### config.mk
export PLATFORM = sky130hd
export DESIGN_NAME = hw_mutex_arbiter
export DESIGN_NICKNAME = d
export VERILOG_FILES = /design/src/rtl/hw_mutex_arbiter.sv
export SDC_FILE = /design/constraint.sdc
export NUM_CORES = 1
export LEC_CHECK = 0
export ABC_AREA = 1
export BUFFER_PORTS_ARGS = -buffer_cell sky130_fd_sc_hd__buf_2
export CORE_MARGIN = 2
export CORE_UTILIZATION = 51
export DETAILED_ROUTE_END_ITERATION = 8
export MAX_ROUTING_LAYER = met4
export PLACE_DENSITY = 0.8
export SYNTH_ARGS = -nofsm -noshare
export SYNTH_HDL_FRONTEND = slang
export SYNTH_SLANG_ARGS = --single-unit
### constraint.sdc
create_clock -name clk -period 2 [get_ports clk]
set_input_delay 0.1 -clock clk [delete_from_list [all_inputs] [get_ports clk]]
set_output_delay 0.1 -clock clk [all_outputs]
set_load 0.02 [all_outputs]
### src/rtl/hw_mutex_arbiter.sv
// Purpose : shares one Avalon hardware mutex between NUM_REQ hardware requesters,
//           round-robin arbitration plus the lock/verify/back-off/release protocol.
// Latency : req to grant is 3 edges on a free mutex; req drop to grant drop is 1 edge.
// Backpr. : none on the mutex port (zero-wait slave); requesters wait on a level req/grant.
//
// Ports:
//   clk, reset_n            clock, asynchronous active-low reset
//   req[NUM_REQ]            per-requester level request, held for the critical section
//   grant[NUM_REQ]          registered one-hot (or zero) grant
//   busy                    arbiter not idle
//   hold_err / hold_err_clr sticky "grant held HOLD_MAX cycles" flag and its clear
//   m_*                     Avalon master towards the mutex slave (address 0 only)
module hw_mutex_arbiter #(
    parameter int          NUM_REQ    = 4,
    parameter logic [15:0] OWNER_BASE = 16'h0100,
    parameter logic [15:0] LOCK_VALUE = 16'h0001,
    parameter int          BACKOFF    = 16,
    parameter int          HOLD_MAX   = 4096
) (
    input  logic               clk,
    input  logic               reset_n,
    input  logic [NUM_REQ-1:0] req,
    output logic [NUM_REQ-1:0] grant,
    output logic               busy,
    output logic               hold_err,
    input  logic               hold_err_clr,
    output logic               m_address,
    output logic               m_chipselect,
    output logic               m_write,
    output logic               m_read,
    output logic [31:0]        m_writedata,
    input  logic [31:0]        m_readdata
);

    localparam int SW = (NUM_REQ > 1)  ? $clog2(NUM_REQ)      : 1;
    localparam int BW = (BACKOFF > 1)  ? $clog2(BACKOFF)      : 1;
    localparam int HW = (HOLD_MAX > 0) ? $clog2(HOLD_MAX + 1) : 1;

    typedef enum logic [2:0] {
        ST_IDLE,
        ST_TRY_WR,
        ST_TRY_RD,
        ST_BACKOFF,
        ST_GRANTED,
        ST_REL_WR
    } state_t;

    state_t             r_state;
    logic [SW-1:0]      r_sel;
    logic [SW-1:0]      r_ptr;
    logic [BW-1:0]      r_bo_cnt;
    logic [HW-1:0]      r_hold_cnt;
    logic [NUM_REQ-1:0] r_grant;
    logic               r_busy;
    logic               r_hold_err;
    logic               r_cs;
    logic               r_wr;
    logic               r_rd;
    logic [31:0]        r_wdat;

    state_t             w_state_nxt;
    logic [SW-1:0]      w_sel_nxt;
    logic [SW-1:0]      w_pick;
    logic               w_any;
    logic [NUM_REQ-1:0] w_rot;
    logic [SW:0]        w_off;
    logic [SW:0]        w_sum;
    logic [15:0]        w_owner_cur;
    logic [15:0]        w_owner_nxt;
    logic               w_acquired;
    logic               w_req_sel;
    logic [SW-1:0]      w_ptr_nxt;
    logic               w_hold_hit;

    assign w_owner_cur = OWNER_BASE + 16'(r_sel);
    assign w_owner_nxt = OWNER_BASE + 16'(w_sel_nxt);
    assign w_req_sel   = req[r_sel];
    // Ownership is proven only by reading back our own owner ID and lock value;
    // the slave silently ignores a write while someone else holds it.
    assign w_acquired  = (m_readdata == {w_owner_cur, LOCK_VALUE});
    assign w_ptr_nxt   = (r_sel == SW'(NUM_REQ - 1)) ? '0 : r_sel + SW'(1);
    assign w_hold_hit  = (HOLD_MAX != 0) && (r_state == ST_GRANTED) &&
                         (r_hold_cnt == HW'(HOLD_MAX - 1));

    // Round-robin pick: rotate req so bit 0 is the requester at ptr, take the
    // lowest set bit, then rotate the offset back with wrap.
    always_comb begin
        w_any = |req;
        w_rot = NUM_REQ'({req, req} >> r_ptr);
        w_off = '0;
        for (int k = NUM_REQ - 1; k >= 0; k--) begin
            if (w_rot[k]) begin
                w_off = (SW+1)'(k);
            end
        end
        w_sum  = {1'b0, r_ptr} + w_off;
        w_pick = (w_sum >= (SW+1)'(NUM_REQ)) ? SW'(w_sum - (SW+1)'(NUM_REQ)) : SW'(w_sum);
    end

    always_comb begin
        w_state_nxt = r_state;
        w_sel_nxt   = r_sel;
        case (r_state)
            ST_IDLE: begin
                if (w_any) begin
                    w_state_nxt = ST_TRY_WR;
                    w_sel_nxt   = w_pick;
                end
            end
            ST_TRY_WR: w_state_nxt = ST_TRY_RD;
            ST_TRY_RD: begin
                if (!w_acquired) begin
                    w_state_nxt = ST_BACKOFF;
                end else if (w_req_sel) begin
                    w_state_nxt = ST_GRANTED;
                end else begin
                    // Requester withdrew mid-acquire: hand the lock straight back.
                    w_state_nxt = ST_REL_WR;
                end
            end
            ST_BACKOFF: begin
                if (!w_req_sel || (r_bo_cnt == BW'(BACKOFF - 1))) begin
                    w_state_nxt = ST_IDLE;
                end
            end
            ST_GRANTED: begin
                if (!w_req_sel) begin
                    w_state_nxt = ST_REL_WR;
                end
            end
            ST_REL_WR: w_state_nxt = ST_IDLE;
            default:   w_state_nxt = ST_IDLE;
        endcase
    end

    // Outputs are decoded from the next state so they are registered yet
    // line up with the state they belong to.
    always_ff @(posedge clk or negedge reset_n) begin
        if (!reset_n) begin
            r_state    <= ST_IDLE;
            r_sel      <= '0;
            r_ptr      <= '0;
            r_bo_cnt   <= '0;
            r_hold_cnt <= '0;
            r_grant    <= '0;
            r_busy     <= 1'b0;
            r_hold_err <= 1'b0;
            r_cs       <= 1'b0;
            r_wr       <= 1'b0;
            r_rd       <= 1'b0;
            r_wdat     <= '0;
        end else begin
            r_state <= w_state_nxt;
            r_sel   <= w_sel_nxt;
            r_busy  <= (w_state_nxt != ST_IDLE);
            r_cs    <= (w_state_nxt == ST_TRY_WR) || (w_state_nxt == ST_TRY_RD) ||
                       (w_state_nxt == ST_REL_WR);
            r_wr    <= (w_state_nxt == ST_TRY_WR) || (w_state_nxt == ST_REL_WR);
            r_rd    <= (w_state_nxt == ST_TRY_RD);
            r_grant <= (w_state_nxt == ST_GRANTED) ? (NUM_REQ'(1) << w_sel_nxt) : '0;

            case (w_state_nxt)
                ST_TRY_WR: r_wdat <= {w_owner_nxt, LOCK_VALUE};
                ST_REL_WR: r_wdat <= {w_owner_nxt, 16'h0000};
                default:   r_wdat <= '0;
            endcase

            // Backoff count restarts on every entry; ptr is left alone so a
            // blocked requester keeps its turn.
            if (r_state == ST_BACKOFF) begin
                r_bo_cnt <= r_bo_cnt + BW'(1);
            end else begin
                r_bo_cnt <= '0;
            end

            if (r_state == ST_REL_WR) begin
                r_ptr      <= w_ptr_nxt;
                r_hold_cnt <= '0;
            end else if ((HOLD_MAX != 0) && (r_state == ST_GRANTED) &&
                         (r_hold_cnt != HW'(HOLD_MAX))) begin
                r_hold_cnt <= r_hold_cnt + HW'(1);
            end

            // A set event beats a simultaneous clear.
            if (w_hold_hit) begin
                r_hold_err <= 1'b1;
            end else if (hold_err_clr) begin
                r_hold_err <= 1'b0;
            end
        end
    end

    assign grant        = r_grant;
    assign busy         = r_busy;
    assign hold_err     = r_hold_err;
    assign m_address    = 1'b0;
    assign m_chipselect = r_cs;
    assign m_write      = r_wr;
    assign m_read       = r_rd;
    assign m_writedata  = r_wdat;

endmodule

==> out/results.ini <==
[run_status]
status = complete, no violations

[timing]
slew_headroom = 0.465
timing.fmax_mhz = 523
worstMarginPinSlew_ns = 0.802
fin_worst_skew_ns = 0.00465
hold_viol = 0
holdWs_ns = 0.339
slew_viol_final = 0
post-route-period-util = 0.956
setup_tns_ns = 0
min_period_ns = 1.91
setup_violations = 0

[global_routing]
grt_overflow = 0
grt_pass1_vias = 2119
grt_pass1_wl_um = 9030
grt_max_degree = 37
grt_usage = 0.219
antenna_found_initial = 0

[detailed_routing]
wl_per_cell_um = 11.4
vias_per_cell = 4.98
drc = 0
wl_met2_um = 2540
wl_met1_um = 2220
drt_iter0_drc = 152
dr.max_layer_used = met4
routed_wl_um = 5090
dr_wl_met3_um = 253
antenna_left = 0
detail_route.first_pass.iterations = 4
vias = 2227

[finish]
nets = 437
insertedDiodeCount = 0
layout-drive-gt1-share = 0.237
fin_util = 0.593
area_growth_syn_to_layout_pct = 12.4

[yosys]
synth_area_mm2 = 0.00247
synth_top_cell_by_area = dfrtp_1
syn_area_per_cell_um2 = 7.36
async_flop_share = 1.00
synth_area_leaders = dfrtp_1, nand2_1, buf_4, nor2_1, nand3_1
synthCells = 336
synth-seq-area-share = 0.364
synth.most_common_cell = nand2_1
synth_top_area_frac = 0.364
synth_edf_count = 0
yosysUniqueCellTypes = 35
synth_seq_cells = 36
yosysWarnings = 0
ys_top_cells_by_count = nand2_1, nor2_1, dfrtp_1, nand3_1, buf_4
ys.flop_type = dfrtp_1

[setup_path]
start_kind = flip-flop
crit_path_end_kind = flip-flop
path_cells = inv_2 -> nand2_1 -> nand3_1 -> nand2_1 -> nand3_1 -> a21boi_1 -> ha_2 -> inv_1 -> nor2_1 -> a21oi_2 -> inv_2 -> nand3_1 -> nor2_1
critPathTopFamily = simple AND/OR/NAND/NOR gates
r2r_start = r_ptr[0]$_DFFE_PN0N_
worstSetupPathType = flip-flop to flip-flop
crit_buf_inv = 3
critPathMaxFanout = 7
crit_start = r_ptr[0]$_DFFE_PN0N_
cpPeakStageDelay_ns = 0.43
slowest_stage = dfrtp_2
cp_data_arrival_time_ns = 2.09
critPathRequiredTime_ns = 2.18
regToRegEndpoint = grant[3]$_DFF_PN0_
regToRegSetupSlack_ns = 0.09
reg2regPathDepth = 13
path_common_cell = nand3_1

[floorplan]
rows = 25
die_w_um = 73.6
start_util = 0.527
die_area_mm2 = 0.00542
fp.dieH_um = 73.6
core_region_area_mm2 = 0.00469
ios = 81

[power_and_ir_drop]
power_leakage_nw = 1.49
power_density_mw_per_mm2 = 812
max-vdd-ir-drop_mv = 0.624
power_w = 0.00226

[cts]
cts_inserted_buffers = 5
cts_buffer_depth = 2
clock-sinks = 36
htree_num_levels = 2
cts_tree = done
cts-root-buf = clkbuf_8
clkLatencyLatePin_ns = 0.29
clk_pin_slew_ns = 0.07

[worst_hold_path]
hold_depth = 7
hold_path.class = input pin to flip-flop
min_from = m_readdata[8]
hold_end = r_state[1]$_DFF_PN0_

[placement]
routabilityCongestion = 1.05
hpwl_um = 3890
numPortBuffers = 51

[job]
maxCapViolations = 0

-- registers in the layout, indices dropped and copies added, names as in the netlist --
register      count
r_ptr             2
r_hold_cnt       13
r_bo_cnt          4
r_sel             2
m_writedata       3
busy              1
r_state           3
m_write           1
m_read            1
m_chipselect      1
grant             4
hold_err          1
-- per-stage QoR --
stage          cells  setup WS, ns  area [µm²]
4_1_cts          446        0.0222        2760
3_5_place_dp     437        0.0368        2660
5_1_grt          447        -0.129        2780
2_1_floorplan    364         0.251        2580
3_3_place_gp     437         0.137        2660
6_report         447        0.0881        2780
-- worst reg2reg max path: cells and delay by family, from the launching register on --
kind,cells,cell delay (ns)
AO/OA/AOI/OAI,2,0.34
adder cells (fa/ha/maj),1,0.28
AND/OR/NAND/NOR,7,0.57
buffers and inverters,3,0.19
flip-flops,1,0.43
-- area by class of cell --
class | instances | area (µm²)
timing repair buffer | 56 | 298
clock inverter | 1 | 5.00
multi-input combinational | 262 | 1320
sequential | 36 | 903
tap | 54 | 67.6
inverter | 32 | 120
clock buffer | 6 | 72.6
fill | 413 | 1910
-- where the power goes --
part           total [W]  leakage (nW)  internal (W)  switching (W)
Sequential      0.000919         0.483      0.000838      0.0000809
Combinational   0.000854         0.969      0.000283       0.000571
Clock           0.000485        0.0410      0.000237       0.000248
Total            0.00226          1.49       0.00136       0.000900
-- cell usage in the layout (no fill, tap or decap), drive strengths merged --
cell type    instances
o211ai               1
nand4                1
buf                 54
o21ai                5
nand3               40
ha                   5
clkinv               1
a21boi               1
nor4                 3
o21bai               1
nand3b               3
nor3                 6
inv                 32
nand2               96
conb                29
nor2                53
xnor2                2
dlygate4sd3          2
a21oi                5
dfrtp               36
clkbuf               6
or2                  1
xor2                 9
o31ai                1
-- cells by family (layout without fill, tap and decap cells) --
| group | after synthesis | after routing | synth area share |
|---|---|---|---|
| and+or+nand+nor | 203 | 203 | 0.374 |
| buffers and inverters | 66 | 95 | 0.152 |
| DFF | 36 | 36 | 0.364 |
| AOI/OAI and AO/OA | 14 | 14 | 0.0440 |
| xor gates and xnor gates | 11 | 11 | 0.0390 |
| adders and majority gates | 5 | 5 | 0.0253 |
| other | 1 | 29 | 0.00152 |
-- per-layer routing --
metal,vias to the layer above,track usage
met5,-,-
met4,0,0.0747
met3,9,0.0480
met2,68,0.361
met1,1041,0.266
li1,1109,-
-- what timing repair did --
item / CTS / global route
setup endpoints to repair: 0 / 8
hold buffers: 2 / 0
setup buffers: 0 / 1
hold endpoints to repair: 37 / 0
gates resized for setup: 0 / 7
-- worst max-delay path by stage --
stage | depth (start not counted) | to
after floorplan | 13 | grant[1]$_DFF_PN0_
final | 13 | grant[3]$_DFF_PN0_
after global placement | 13 | grant[3]$_DFF_PN0_
after CTS | 13 | grant[3]$_DFF_PN0_
after global routing | 13 | grant[3]$_DFF_PN0_
after detailed placement | 13 | grant[3]$_DFF_PN0_
Power figures use the tool's default switching activity.
